--- src/rtl/cache_ctrl_v2.sv ---
// Split I/D cache controller: single-cycle hits, round-robin miss service with dirty write-back then line fill.
// ready drops for the whole miss; the memory side is a simple strobe held until m_rdy.
module cache_ctrl_v2 #(
  parameter int ADDR_W = 16,
  parameter int WORD_W = 16,
  parameter int WORDS  = 4,
  parameter int TAG_W  = 8,
  parameter int CNT_W  = 16,
  localparam int OFF_W  = $clog2(WORDS),
  localparam int LINE_W = WORDS * WORD_W,
  localparam int MA_W   = ADDR_W - OFF_W
) (
  input  logic              clk,
  input  logic              rst,
  input  logic              re,
  input  logic              we,
  input  logic              i_fetch,
  input  logic [ADDR_W-1:0] i_addr,
  input  logic [ADDR_W-1:0] d_addr,
  input  logic [WORD_W-1:0] wrt_data,
  input  logic              i_hit,
  input  logic              d_hit,
  input  logic              d_dirty,
  input  logic [TAG_W-1:0]  d_tag,
  input  logic [LINE_W-1:0] i_out,
  input  logic [LINE_W-1:0] d_out,
  input  logic [LINE_W-1:0] m_out,
  input  logic              m_rdy,
  output logic              ready,
  output logic [WORD_W-1:0] instr,
  output logic [WORD_W-1:0] rd_data,
  output logic              i_we,
  output logic              d_we,
  output logic [LINE_W-1:0] i_data,
  output logic [LINE_W-1:0] d_data,
  output logic              d_dirty_in,
  output logic              m_re,
  output logic              m_we,
  output logic [MA_W-1:0]   m_addr,
  output logic [LINE_W-1:0] m_wdata,
  input  logic              clr_stats,
  output logic [CNT_W-1:0]  i_miss_cnt,
  output logic [CNT_W-1:0]  d_miss_cnt
);

  typedef enum logic [1:0] {CHECK, WRITE_BACK, MEM_READ} state_t;

  state_t             r_state, w_next;
  logic               r_rr_i;      // 1: instruction side wins the next double miss
  logic               r_side_i;
  logic               r_we;
  logic [ADDR_W-1:0]  r_addr;
  logic [WORD_W-1:0]  r_wdata;
  logic [TAG_W-1:0]   r_tag;
  logic [LINE_W-1:0]  r_line;
  logic [CNT_W-1:0]   r_i_cnt, r_d_cnt;

  logic w_d_miss, w_i_miss, w_exit, w_serve_i;

  function automatic logic [WORD_W-1:0] f_word(input logic [LINE_W-1:0] line,
                                               input logic [OFF_W-1:0]  off);
    f_word = '0;
    for (int k = 0; k < WORDS; k++)
      if (off == OFF_W'(k)) f_word = line[k*WORD_W +: WORD_W];
  endfunction

  function automatic logic [LINE_W-1:0] f_merge(input logic [LINE_W-1:0] line,
                                                input logic [OFF_W-1:0]  off,
                                                input logic [WORD_W-1:0] w);
    f_merge = line;
    for (int k = 0; k < WORDS; k++)
      if (off == OFF_W'(k)) f_merge[k*WORD_W +: WORD_W] = w;
  endfunction

  assign instr      = f_word(i_out, i_addr[OFF_W-1:0]);
  assign rd_data    = f_word(d_out, d_addr[OFF_W-1:0]);
  assign w_d_miss   = (re | we) & ~d_hit;
  assign w_i_miss   = i_fetch & ~i_hit;
  assign w_serve_i  = w_i_miss & (~w_d_miss | r_rr_i);
  assign w_exit     = (r_state == CHECK) & (w_d_miss | w_i_miss);
  assign i_miss_cnt = r_i_cnt;
  assign d_miss_cnt = r_d_cnt;

  always_ff @(posedge clk or posedge rst) begin
    if (rst) begin
      r_state  <= CHECK;
      r_rr_i   <= 1'b0;
      r_side_i <= 1'b0;
      r_we     <= 1'b0;
      r_addr   <= '0;
      r_wdata  <= '0;
      r_tag    <= '0;
      r_line   <= '0;
      r_i_cnt  <= '0;
      r_d_cnt  <= '0;
    end else begin
      r_state <= w_next;
      if (w_exit) begin
        r_side_i <= w_serve_i;
        r_rr_i   <= ~w_serve_i;
        r_addr   <= w_serve_i ? i_addr : d_addr;
        r_we     <= we;
        r_wdata  <= wrt_data;
        r_tag    <= d_tag;
        r_line   <= d_out;
      end
      if (clr_stats) begin
        r_i_cnt <= '0;
        r_d_cnt <= '0;
      end else if (w_exit) begin
        if (w_serve_i && !(&r_i_cnt)) r_i_cnt <= r_i_cnt + CNT_W'(1);
        if (!w_serve_i && !(&r_d_cnt)) r_d_cnt <= r_d_cnt + CNT_W'(1);
      end
    end
  end

  // Outputs are forced idle while rst is high so an aborted fill never writes an array.
  always_comb begin
    w_next     = r_state;
    ready      = 1'b0;
    i_we       = 1'b0;
    d_we       = 1'b0;
    i_data     = '0;
    d_data     = '0;
    d_dirty_in = 1'b0;
    m_re       = 1'b0;
    m_we       = 1'b0;
    m_addr     = '0;
    m_wdata    = '0;
    if (!rst) begin
      case (r_state)
        CHECK: begin
          if (!w_exit) begin
            ready = 1'b1;
            if (we) begin
              d_we       = 1'b1;
              d_dirty_in = 1'b1;
              d_data     = f_merge(d_out, d_addr[OFF_W-1:0], wrt_data);
            end
          end else if (!w_serve_i && d_dirty) begin
            w_next = WRITE_BACK;
          end else begin
            w_next = MEM_READ;
          end
        end
        WRITE_BACK: begin
          m_we    = 1'b1;
          m_addr  = {r_tag, r_addr[ADDR_W-TAG_W-1:OFF_W]};
          m_wdata = r_line;
          if (m_rdy) w_next = MEM_READ;
        end
        MEM_READ: begin
          m_re   = 1'b1;
          m_addr = r_addr[ADDR_W-1:OFF_W];
          if (m_rdy) begin
            w_next = CHECK;
            if (r_side_i) begin
              i_we   = 1'b1;
              i_data = m_out;
            end else begin
              d_we       = 1'b1;
              d_dirty_in = r_we;
              d_data     = r_we ? f_merge(m_out, r_addr[OFF_W-1:0], r_wdata) : m_out;
            end
          end
        end
        default: w_next = CHECK;
      endcase
    end
  end

endmodule
--- config.mk ---
export PLATFORM = sky130hd
export DESIGN_NAME = cache_ctrl_v2
export DESIGN_NICKNAME = d
export VERILOG_FILES = /design/src/rtl/cache_ctrl_v2.sv
export SDC_FILE = /design/constraint.sdc
export NUM_CORES = 1
export LEC_CHECK = 0
export CAP_MARGIN = 20
export CELL_PAD_IN_SITES_DETAIL_PLACEMENT = 1
export CELL_PAD_IN_SITES_GLOBAL_PLACEMENT = 2
export CORE_MARGIN = 3
export CORE_UTILIZATION = 25
export DETAILED_ROUTE_END_ITERATION = 10
export PLACE_DENSITY = 0.87
export SLEW_MARGIN = 20
export SYNTH_ARGS = -nofsm -noshare
export SYNTH_HDL_FRONTEND = slang
export SYNTH_SLANG_ARGS = --single-unit
--- constraint.sdc ---
create_clock -name clk -period 12.6 [get_ports clk]
set_clock_uncertainty 0.2 [all_clocks]
set_input_delay 2.52 -clock clk [delete_from_list [all_inputs] [get_ports clk]]
set_output_delay 2.52 -clock clk [all_outputs]
set_load 0.05 [all_outputs]
After elaboration in Yosys (flattened, before gate mapping)
Index checks and enable logic that the tools add are counted.
Word-level totals
  bits of input ports: 258
  register bits after elaboration: 141
Cells by class
  bitwise gates (word level): 12
  $add $sub $neg: 2
  reductions and logical operators: 18
  multiplexer cells: 64
  eq/ne operators: 14
Operators with widths (number)
  two-way mux 64 bit: 12
  two-way mux 16 bit: 23
  one-hot mux 64 bit (2 select lines): 1
  adder 16 x 1 -> 16 bit, second input constant: 2
  AND reduction 16 bit: 2
  one-hot mux 14 bit (2 select lines): 1
  two-way mux 1 bit: 19
  == test 2 bit, second input constant: 7
  two-way mux 14 bit: 1
  == test 2 x 1 -> 1 bit, second input constant: 4
  logical NOT 2 bit: 4
  two-way mux 2 bit: 4
  inequality test 2 bit, second input constant: 3
  one-hot mux 2 bit (3 select lines): 1
  nonzero test 2 bit: 3
  inverter 1 bit: 5
  AND 1 bit: 4
  one-hot mux 1 bit (2 select lines): 2
  AND reduction 2 bit: 2
  AND reduction 4 bit: 1
  logical AND 1 bit: 3
  logical NOT 1 bit: 3
  OR 1 bit: 3

Longest topological paths before layout
Gate-level depths: netlist of run 1.
  word-level depth: 10
  depth in mapped cells: 8
  depth with buffers taken out: 6

Least setup slack after synthesis of run 1
No wires, ideal clock.
  kind: input port to output port
  start: in rst
  end: out d_data[23]
  arrival time: 7318 ps
  buffers on the path: 2
  slack: 2562 ps
  cell stages on the path: 5
  cells stage by stage: inv_1 > o21ai_0 > clkbuf_1 > buf_1 > nor2_1
Between the ends
  longest elaborated chain between the ends: 1
RTL lines
  from (decl): RTL line 14  | input logic rst,
  two-way mux 64 bit: RTL line 130  | if (!rst) begin
  to (decl): RTL line 35  | output logic [LINE_W-1:0] d_data,
No other way between the ends.

Worst setup path in the final report of run 1
  start: in i_fetch
  end: out d_data[53]
Between the ends
  longest elaborated chain between the ends: 6
RTL lines
  from (decl): RTL line 17  | input logic i_fetch,
  AND 1 bit: RTL line 78  | assign w_i_miss = i_fetch & ~i_hit;
  OR 1 bit: RTL line 80  | assign w_exit = (r_state == CHECK) & (w_d_miss | w_i_miss);
  AND 1 bit: RTL line 80
  two-way mux 64 bit: RTL line 133  | if (!w_exit) begin
  one-hot mux 64 bit (2 select lines): RTL line 131  | case (r_state)
  two-way mux 64 bit: RTL line 130
No other way between the ends.

==> results of run 1 <==
==> layout make-up <==
type	instances	share of cell area
sequential	141	0.211
multi-input combinational	759	0.382
timing repair buffer	555	0.329
clock buffer	19	0.0271
inverter	8	0.00210
tap	525	0.0393
antenna	4	0.000599
clock inverter	12	0.00824
==> critical path: cells and delay by family <==
family / cells / cell delay [ns]
AO/OA/AOI/OAI: 1 / 0.36
buffers and inverters: 3 / 1.77
AND/OR/NAND/NOR: 3 / 0.76
==> sequential cells by signal, summed over array words and instances (netlist names), 2 cells and up <==
| signal | flops |
|---|---|
| d_miss_cnt | 16 |
| i_miss_cnt | 16 |
| r_addr | 16 |
| r_line | 64 |
| r_state | 2 |
| r_tag | 8 |
| r_wdata | 16 |
==> worst paths after layout <==
kind | from | to | slack, ns | cells after the start
setup / recovery | i_fetch | d_data[53] | 4.34 | 7
hold / removal | r_line[34] | r_line[34] | 0.29 | 1
setup reg to reg | r_state[0] | r_wdata[0] | 9.44 | 7
hold reg to reg | r_line[34] | r_line[34] | 0.29 | 1
max in group asynchronous | rst | r_line[61] | 8.27 | 3
min in group asynchronous | rst | d_miss_cnt[5] | 2.52 | 2
==> Yosys cell counts (2+ instances only) <==
master | instances | area share
o2111ai_1 | 2 | 0.0017
nand2b_1 | 4 | 0.0024
dfrtp_1 | 141 | 0.34
a22o_1 | 32 | 0.027
o22a_1 | 64 | 0.055
a21oi_1 | 22 | 0.011
o31a_1 | 2 | 0.0017
o31ai_1 | 14 | 0.010
and4_1 | 2 | 0.0017
mux2_2 | 98 | 0.11
a22oi_1 | 8 | 0.0059
nand3_1 | 17 | 0.0083
or3_1 | 4 | 0.0024
and2_1 | 135 | 0.082
buf_1 | 5 | 0.0018
nor4_4 | 2 | 0.0041
o21ai_0 | 9 | 0.0044
buf_2 | 28 | 0.014
nand3b_1 | 4 | 0.0029
nor4_1 | 9 | 0.0055
o21ba_2 | 2 | 0.0020
and3_1 | 7 | 0.0043
nor3b_1 | 2 | 0.0015
or4_1 | 16 | 0.012
nor2_1 | 89 | 0.033
inv_1 | 8 | 0.0029
mux4_2 | 32 | 0.070
ha_1 | 5 | 0.0061
nand2_1 | 15 | 0.0055
clkbuf_1 | 50 | 0.018
nor2b_1 | 11 | 0.0067
mux2i_1 | 129 | 0.13
nand4_1 | 5 | 0.0030
==> kinds of logic after synthesis <==
family / count (synthesis) / synth area share
muxes: 259 / 0.304
and+or+nand+nor: 330 / 0.183
DFF: 141 / 0.344
AOI/OAI and AO/OA: 165 / 0.126
adders and majority gates: 5 / 0.00610
buffers and inverters: 91 / 0.0367
==> per-layer routing <==
| layer | vias to the layer above | track usage | share of wire |
|---|---|---|---|
| li1 | 4678 | - | - |
| met4 | 2 | 0.0758 | 0.032 |
| met3 | 69 | 0.0677 | 0.078 |
| met5 | - | 0 | 0.00025 |
| met2 | 435 | 0.385 | 0.48 |
| met1 | 5169 | 0.282 | 0.40 |
==> power breakdown <==
group | switching [W] | internal [W]
logic | 0.000742 | 0.000554
registers | 0.000144 | 0.000631
clock network | 0.000214 | 0.000303
==> stage by stage <==
step / power [W] / hold WS (ns)
after floorplan: 0.00159 / 0.252
after global placement: 0.00206 / 0.278
after detailed placement: 0.00208 / 0.285
after CTS: 0.00262 / 0.299
after global routing: 0.00272 / 0.305
final: 0.00259 / 0.295
==> results by group, run 1 <==
Clock network
  – H-tree depth: 4
  – Sinks on Clock Net: 141
  – Clk buf depth: 2
  – Hold-fix buffers, CTS: 0
  – CTS tree: yes
  – Post-cts resize count: 0
  – Reg clk slew, reported paths: 0.05 ns
  – Num CTS Buffers: 17
  – CTS Root Cell: clkbuf_16
  – # Post-CTS Setup Buffers: 0
  – Clk_lat worst skew: 0.42 ns

Global routing
  – First-pass GRT wire length: 76.0 mm
  – Antenna violations before repair: 5
  – Congestion Overflow GR: 0
  – Vias in the first global route: 10,900
  – Gr usage total: 0.229
  – Largest net degree at the start of global routing: 82

Synth
  – Seq cells post-synth: 141
  – Async SR Flop Fraction: 1.00
  – Mapped Cells: 991
  – Number of synthesis warnings: 0
  – Synth Area per Inst: 10.4 um2
  – Syn nets: 1,254
  – Synth cell types: 51
  – EDFF count, synth: 0
  – Synthesized cell area: 10,300 um2
  – Synth Flop Type: dfrtp_1
  – Post-synthesis sequential area ratio: 0.344

Critical path
  – CP Cell Sequence: clkdlybuf4s50_1 -> nor2b_1 -> nand4b_1 -> buf_4 -> o22a_1 -> nor2_1 -> clkdlybuf4s50_1
  – Crit start category: input pin
  – CP peak stage delay: 0.73 ns
  – Setup CP Type: in -> out
  – Worst setup EP type: output port
  – CP required: 9.88 ns
  – Crit-path slowest cell: clkdlybuf4s50_1
  – Crit path arrival time: 5.54 ns
  – Crit path max fanout: 66
  – CP dominant cell by count: clkdlybuf4s50_1

Layout
  – Non-filler instance count after layout: 2,023
  – Final Cell Area: 16,700 um2
  – Multi-input combinational cell area: 6390 um2
  – Most frequent cells in the layout: clkdlybuf4s50_1 (532), dfrtp_1 (141), and2_1 (135), mux2i_1 (129), mux2_2 (98)
  – Nets: 1,745
  – Post-layout util: 0.417
  – P&R area growth vs syn: 62.8%
  – Register area: 3530 um2
  – Most common library cell in the layout ignoring fill and taps: clkdlybuf4s50_1
  – Share of layout cells above drive strength 1: 0.133
  – Fillers: 4,379

Min path
  – Worst hold path type: reg -> reg

STA
  – Final TNS setup: 0 ns
  – Slew headroom: 0.312
  – Tmin final: 8.26 ns
  – Final Worst Setup Slack: 4.34 ns
  – Max Fclk: 0.121 GHz
  – RSZ-0062 raised after global routing: false
  – Pins Over Slew Limit: 0
  – Actual slew at the worst max-slew pin: 1.03 ns
  – Final hold vios: 0
  – Final Cycle Share: 0.656
  – Final Setup Violations: 0

Floorplan
  – Die Ht: 209 um
  – Core area: 40,100 um2
  – Std cell rows: 73
  – Full die area: 43,500 um2
  – Die X-Extent: 209 um
  – I/O pins: 534
  – Starting Density: 0.256

Power and ir drop
  – Lkg Pwr: 6.78 nW
  – IR drop worst, VDD: 0.0931 mV
  – Power per cell area: 155 nW/um2

Place
  – Number of port buffers: 533
  – Post-DP Area: 16,100 um2
  – HPWL Detailed: 40.3 mm
  – Cell Count Post-Placement: 1,987
  – DP Worst Slack: 4.19 ns
  – Routability cong.: 0.955

Route
  – Vias/cell: 5.12
  – Post-DRT Antenna Nets: 0
  – DRT Wirelength: 51.7 mm
  – Vias: 10,400
  – Initial DRC count: 633
  – DR pass1 iterations: 5
  – # DRC: 0
  – WL/cell: 25.6 um

Run
  – Max-cap viol count: 0

Run status
  – Status: finished clean
No activity file was read; power rests on OpenSTA's default activity.
==> run 2: changes to the inputs <==
CORE_UTILIZATION = 21   (was 25)
PLACE_DENSITY = 0.78   (was 0.87)
clock period = 7 ns   (was 12.6 ns; I/O delays follow)
==> run 2 against run 1 <==
Die area is 18% higher. Combinational power is 92% higher. Core utilization is 5.2 points lower. Cell area is 4.9% higher. First-iteration DRC count is 34% lower. Via count is 0.20% higher. Routed wire length is 6.7% higher. Non-clock buffer count is 3 higher. Clock power is 89% higher. Global-route usage is 2.2 points lower. Hold slack worse by 0.00070 ns. Power is 88% higher. Critical path type unchanged. Largest power group unchanged.
==> results by group, run 2 (synthesis results as in run 1) <==
Clock network
  – Post-cts resize count: 0 (unchanged)
  – Hold-fix buffers, CTS: 0 (unchanged)
  – CTS tree: yes
  – Clk buf depth: 2 (unchanged)
  – CTS Root Cell: clkbuf_16
  – H-tree depth: 4 (unchanged)
  – Reg clk slew, reported paths: 0.06 ns (about the same)
  – Sinks on Clock Net: 141 (unchanged)
  – Clk_lat worst skew: 0.44 ns (+0.02 ns)
  – # Post-CTS Setup Buffers: 0 (unchanged)
  – Num CTS Buffers: 17 (unchanged)

Critical path
  – CP required: 5.40 ns (-4.48 ns)
  – Worst Setup SP: rst
  – RR Endpoint: r_wdata[6]
  – Worst R2R Setup Slack: 4.11 ns (-5.33 ns)
  – Crit path max fanout: 34 (-48%)
  – Setup CP Type: in -> out
  – Crit start category: input pin
  – CP Capture Point: i_data[16]
  – FF-to-FF Start: r_state[0]
  – Worst setup EP type: output port
  – Worst Reg-to-Reg Cells: 6 (-1)
  – Crit path arrival time: 4.16 ns (-1.38 ns)

Route
  – Vias/cell: 4.90 (-4.2%)
  – DR pass1 iterations: 4 (-1)
  – DRT Wirelength: 55.2 mm (+6.7%)
  – Initial DRC count: 419 (-34%)
  – # DRC: 0 (unchanged)
  – WL/cell: 26.1 um (+2.1%)
  – Vias: 10,400 (+0.20%)
  – Post-DRT Antenna Nets: 0 (unchanged)

Floorplan
  – Starting Density: 0.214 (-0.0423)
  – Core area: 48,000 um2 (+20%)
  – Die X-Extent: 227 um (+8.8%)
  – I/O pins: 534 (unchanged)
  – Die Ht: 227 um (+8.8%)
  – Std cell rows: 80 (+9.6%)
  – Full die area: 51,500 um2 (+18%)

STA
  – Max Fclk: 0.174 GHz
  – RSZ-0062 raised after global routing: false
  – Final TNS setup: 0 ns (unchanged)
  – Tmin final: 5.76 ns
  – Slew headroom: 0.334 (+0.0223)
  – Worst hold slack: 0.294 ns (-0.000695 ns)
  – Actual slew at the worst max-slew pin: 0.999 ns (-0.0334 ns)
  – Final Cycle Share: 0.823
  – Pins Over Slew Limit: 0 (unchanged)
  – Final Setup Violations: 0 (unchanged)
  – Final hold vios: 0 (unchanged)

Global routing
  – Vias in the first global route: 10,800 (-0.95%)
  – Congestion Overflow GR: 0 (unchanged)
  – Antenna violations before repair: 5 (unchanged)
  – Gr usage total: 0.207 (-0.0224)
  – First-pass GRT wire length: 78.0 mm (+2.7%)
  – Largest net degree at the start of global routing: 144 (+76%)

Layout
  – Most common library cell in the layout ignoring fill and taps: clkdlybuf4s50_1
  – Most flops, register: r_line
  – Nets: 1,748 (+0.17%)
  – Fillers: 5,373 (+23%)
  – Share of layout cells above drive strength 1: 0.180 (+0.0464)
  – Final Cell Area: 17,500 um2 (+4.9%)
  – Non-filler instance count after layout: 2,116 (+4.6%)
  – P&R area growth vs syn: 70.8%
  – Max FFs per register: 64 (unchanged)
  – Register area: 3530 um2 (unchanged)
  – Most frequent cells in the layout: clkdlybuf4s50_1 (467), dfrtp_1 (141), and2_1 (135), mux2i_1 (129), mux2_2 (98)
  – Multi-input combinational cell area: 6400 um2 (+0.14%)

Min path
  – Worst hold path type: reg -> reg

Place
  – Number of port buffers: 533 (unchanged)
  – Cell Count Post-Placement: 2,080 (+4.7%)
  – Routability cong.: 0.860 (-10%)
  – Post-DP Area: 16,900 um2 (+4.9%)
  – HPWL Detailed: 42.6 mm (+5.9%)

Run
  – Max-cap viol count: 0 (unchanged)

Power and ir drop
  – Lkg Pwr: 7.12 nW (+5.1%)
  – Power per cell area: 278 nW/um2 (+79%)
  – IR drop worst, VDD: 0.146 mV (+56%)

Run status
  – Status: finished clean
## run 2: cell count changes in the layout (fill, tap and decap cells not counted), moves of 2 or more
cell,previous run,this run
buf_4,21,23
clkdlybuf4s50_1,532,467
inv_6,3,1
buf_12,0,65
clkinv_2,2,4
clkbuf_8,2,4
clkinv_4,4,1
## run 2: metal layers
| layer | vias up | wire [um] | track usage |
|---|---|---|---|
| met2 | 350 | 26200 | 0.339 |
| met1 | 5302 | 24200 | 0.269 |
| met3 | 49 | 3940 | 0.0609 |
| li1 | 4669 | - | - |
| met5 | - | 27 | 0 |
| met4 | 4 | 923 | 0.0486 |
## run 2: how the worst min path moves through the flow
stage                from         end  slack [ns]  cells after the start
4_1_cts        r_line[25]  r_line[25]        0.30                      1
3_3_place_gp   r_line[60]  r_line[60]        0.28                      1
6_report       r_line[63]  r_line[63]        0.29                      1
2_1_floorplan    r_side_i    r_side_i        0.25                      2
3_5_place_dp    r_addr[3]   r_addr[3]        0.28                      1
5_1_grt        r_line[50]  r_line[50]        0.30                      1
## run 2: cell type report
class                   count  share of cell area
clock buffers              22              0.0276
diodes                      3            0.000428
multi-input cells         759               0.365
repair buffers            558               0.352
inverters                   8             0.00193
flip-flops and latches    141               0.201
clock inverters            10             0.00771
well taps                 615              0.0439
## run 2: per-stage QoR
| stage | setup slack (ns) | total power (W) | util |
|---|---|---|---|
| 5_1_grt | 1.07 | 0.00514 | 0.365 |
| 4_1_cts | 1.18 | 0.00493 | 0.364 |
| 3_3_place_gp | 1.31 | 0.00386 | 0.352 |
| 6_report | 1.24 | 0.00487 | 0.365 |
| 3_5_place_dp | 1.18 | 0.00392 | 0.352 |
| 2_1_floorplan | 0.672 | 0.00286 | - |
## run 2: where the power goes
part	leakage, nW	internal, W	switching (W)
logic	5.08	0.00111	0.00139
clock network	0.306	0.000597	0.000383
registers	1.74	0.00114	0.000253
total	7.12	0.00284	0.00203
## run 2: worst max-delay path, cell delays in order
cell and delay [ns]:
clkdlybuf4s50_1 0.52, nor2b_1 0.20, and3_2 0.62, buf_4 0.40, and2_1 0.18, clkdlybuf4s50_1 0.80
==> run 3: changes to the inputs <==
clock period = 5 ns   (was 7 ns; I/O delays follow)
==> run 3 against run 2 <==
First-iteration DRC count is 16% higher. Global-route usage fell by 0.99 points. Sequential power grew 40%. Setup slack lost 0.68 ns. Final cell count grew 0.14%. Clock power rose by 40%. Power increased by 44%. Critical path type unchanged.
==> results by group, run 3 (synthesis results as in run 1) <==
Run status
  – Status: finished clean

Critical path
  – CP required: 3.80 ns (-1.60 ns)
  – Crit path max fanout: 16 (-53%)
  – Worst setup EP type: output port
  – Crit start category: input pin
  – Setup CP Type: in -> out
  – Crit path arrival time: 3.24 ns (-0.92 ns)

Power and ir drop
  – Lkg Pwr: 7.44 nW (+4.5%)
  – Net Sw Frac: 0.416 (-0.000657)
  – Power per cell area: 393 nW/um2 (+41%)
  – P_int: 0.00411 W (+45%)
  – Comb power frac: 0.529 (+0.016)
  – Net Switching: 0.00293 W (+44%)
  – Flop pwr share: 0.277 (-0.008)
  – Clk pwr share: 0.195 (-0.006)
  – IR drop worst, VDD: 0.160 mV (+10%)

Place
  – Number of port buffers: 533 (unchanged)
  – Cell Count Post-Placement: 2,088 (+0.38%)
  – Routability cong.: 0.855 (-0.57%)
  – HPWL Detailed: 41.0 mm (-3.9%)

Route
  – # DRC: 0 (unchanged)
  – Post-DRT Antenna Nets: 0 (unchanged)
  – DR pass1 iterations: 6 (+2)
  – Vias: 10,400 (+0.039%)
  – Initial DRC count: 486 (+16%)
  – WL/cell: 24.9 um (-4.5%)
  – Vias/cell: 4.90 (-0.10%)
  – DRT Wirelength: 52.8 mm (-4.4%)

Run
  – Max-cap viol count: 0 (unchanged)

Floorplan
  – Starting Density: 0.214 (unchanged)
  – Die Ht: 227 um (unchanged)
  – Core area: 48,000 um2 (unchanged)
  – I/O pins: 534 (unchanged)
  – Die X-Extent: 227 um (unchanged)
  – Std cell rows: 80 (unchanged)
  – Full die area: 51,500 um2 (unchanged)

Global routing
  – Largest net degree at the start of global routing: 70 (-51%)
  – Gr usage total: 0.197 (-0.00991)
  – First-pass GRT wire length: 75.0 mm (-3.8%)
  – Antenna violations before repair: 3 (-2)
  – Vias in the first global route: 10,800 (-0.028%)
  – Congestion Overflow GR: 0 (unchanged)

STA
  – Slew headroom: 0.364 (+0.0300)
  – Final hold vios: 0 (unchanged)
  – RSZ-0062 raised after global routing: false
  – Max Fclk: 0.225 GHz
  – Pins Over Slew Limit: 0 (unchanged)
  – Final TNS setup: 0 ns (unchanged)
  – Final Cycle Share: 0.888
  – Tmin final: 4.44 ns
  – Actual slew at the worst max-slew pin: 0.954 ns (-0.0449 ns)
  – Final Setup Violations: 0 (unchanged)

Layout
  – Most flops, register: r_line
  – Non-filler instance count after layout: 2,119 (+0.14%)
  – P&R area growth vs syn: 74.5%
  – Most common library cell in the layout ignoring fill and taps: clkdlybuf4s50_1
  – Max FFs per register: 64 (unchanged)
  – Most frequent cells in the layout: clkdlybuf4s50_1 (372), dfrtp_1 (141), mux2i_1 (129), and2_1 (129), mux2_2 (98)
  – Share of layout cells above drive strength 1: 0.278 (+0.0981)
  – Post-layout util: 0.373 (+0.00789)
  – Fillers: 5,286 (-1.6%)
  – Nets: 1,755 (+0.40%)

Clock network
  – Hold-fix buffers, CTS: 0 (unchanged)
  – CTS Root Cell: clkbuf_16
  – # Post-CTS Setup Buffers: 0 (unchanged)
  – Sinks on Clock Net: 141 (unchanged)
  – Clk_lat worst skew: 0.45 ns (about the same)
  – Num CTS Buffers: 17 (unchanged)
  – H-tree depth: 4 (unchanged)
  – Post-cts resize count: 0 (unchanged)
  – Reg clk slew, reported paths: 0.06 ns (about the same)
  – Clk buf depth: 2 (unchanged)
  – CTS tree: yes

Min path
  – Worst hold path type: reg -> reg
-- run 3: worst max-delay path: stages --
cell             delay [ns]
clkdlybuf4s50_1        0.52
nor2b_1                0.21
and3_2                 0.48
and2_1                 0.20
clkdlybuf4s50_1        0.81
-- run 3: power by group through the flow --
stage | clock network, W | registers (W) | logic (W)
3_3_place_gp | 0 | 0.00193 | 0.00370
5_1_grt | 0.00147 | 0.00201 | 0.00392
4_1_cts | 0.00142 | 0.00194 | 0.00376
6_report | 0.00137 | 0.00195 | 0.00372
3_5_place_dp | 0 | 0.00196 | 0.00375
2_1_floorplan | 0 | 0.00181 | 0.00233
-- run 3: layer usage --
layer,GRT usage,up-vias,share of wire
met4,0.0441,4,0.017
met1,0.252,5265,0.42
met2,0.332,370,0.49
met5,0,-,0.00044
met3,0.0542,53,0.071
li1,-,4686,-
-- run 3: metrics by stage --
| step | area (um2) | power, W | hold slack, ns | setup slack [ns] |
|---|---|---|---|---|
| floorplan | 10500 | 0.00414 | 0.252 | -0.308 |
| global placement | 17300 | 0.00563 | 0.275 | 0.637 |
| detailed placement | 17300 | 0.00571 | 0.275 | 0.543 |
| CTS | 17900 | 0.00712 | 0.290 | 0.539 |
| global route | 17900 | 0.00740 | 0.305 | 0.427 |
| finish | 17900 | 0.00704 | 0.292 | 0.558 |
-- run 3: area by class of cell --
cell class,count,area [um2],area share
diodes,2,5.00,0.000280
multi-input cells,759,6600,0.369
clock inverters,11,170,0.00951
inverters,8,33.8,0.00189
repair buffers,565,6350,0.355
well taps,615,769,0.0430
flip-flops and latches,141,3530,0.197
clock buffers,18,439,0.0245
-- run 3: path summary, 6_finish.rpt --
kind	slack [ns]	end	cells after the start	startpoint
setup / recovery	0.56	i_data[9]	5	rst
hold / removal	0.29	r_side_i	2	r_side_i
setup reg to reg	2.27	d_miss_cnt[12]	5	r_state[0]
hold reg to reg	0.29	r_side_i	2	r_side_i
max in group asynchronous	2.54	r_wdata[12]	3	rst
min in group asynchronous	0.79	r_we	2	rst
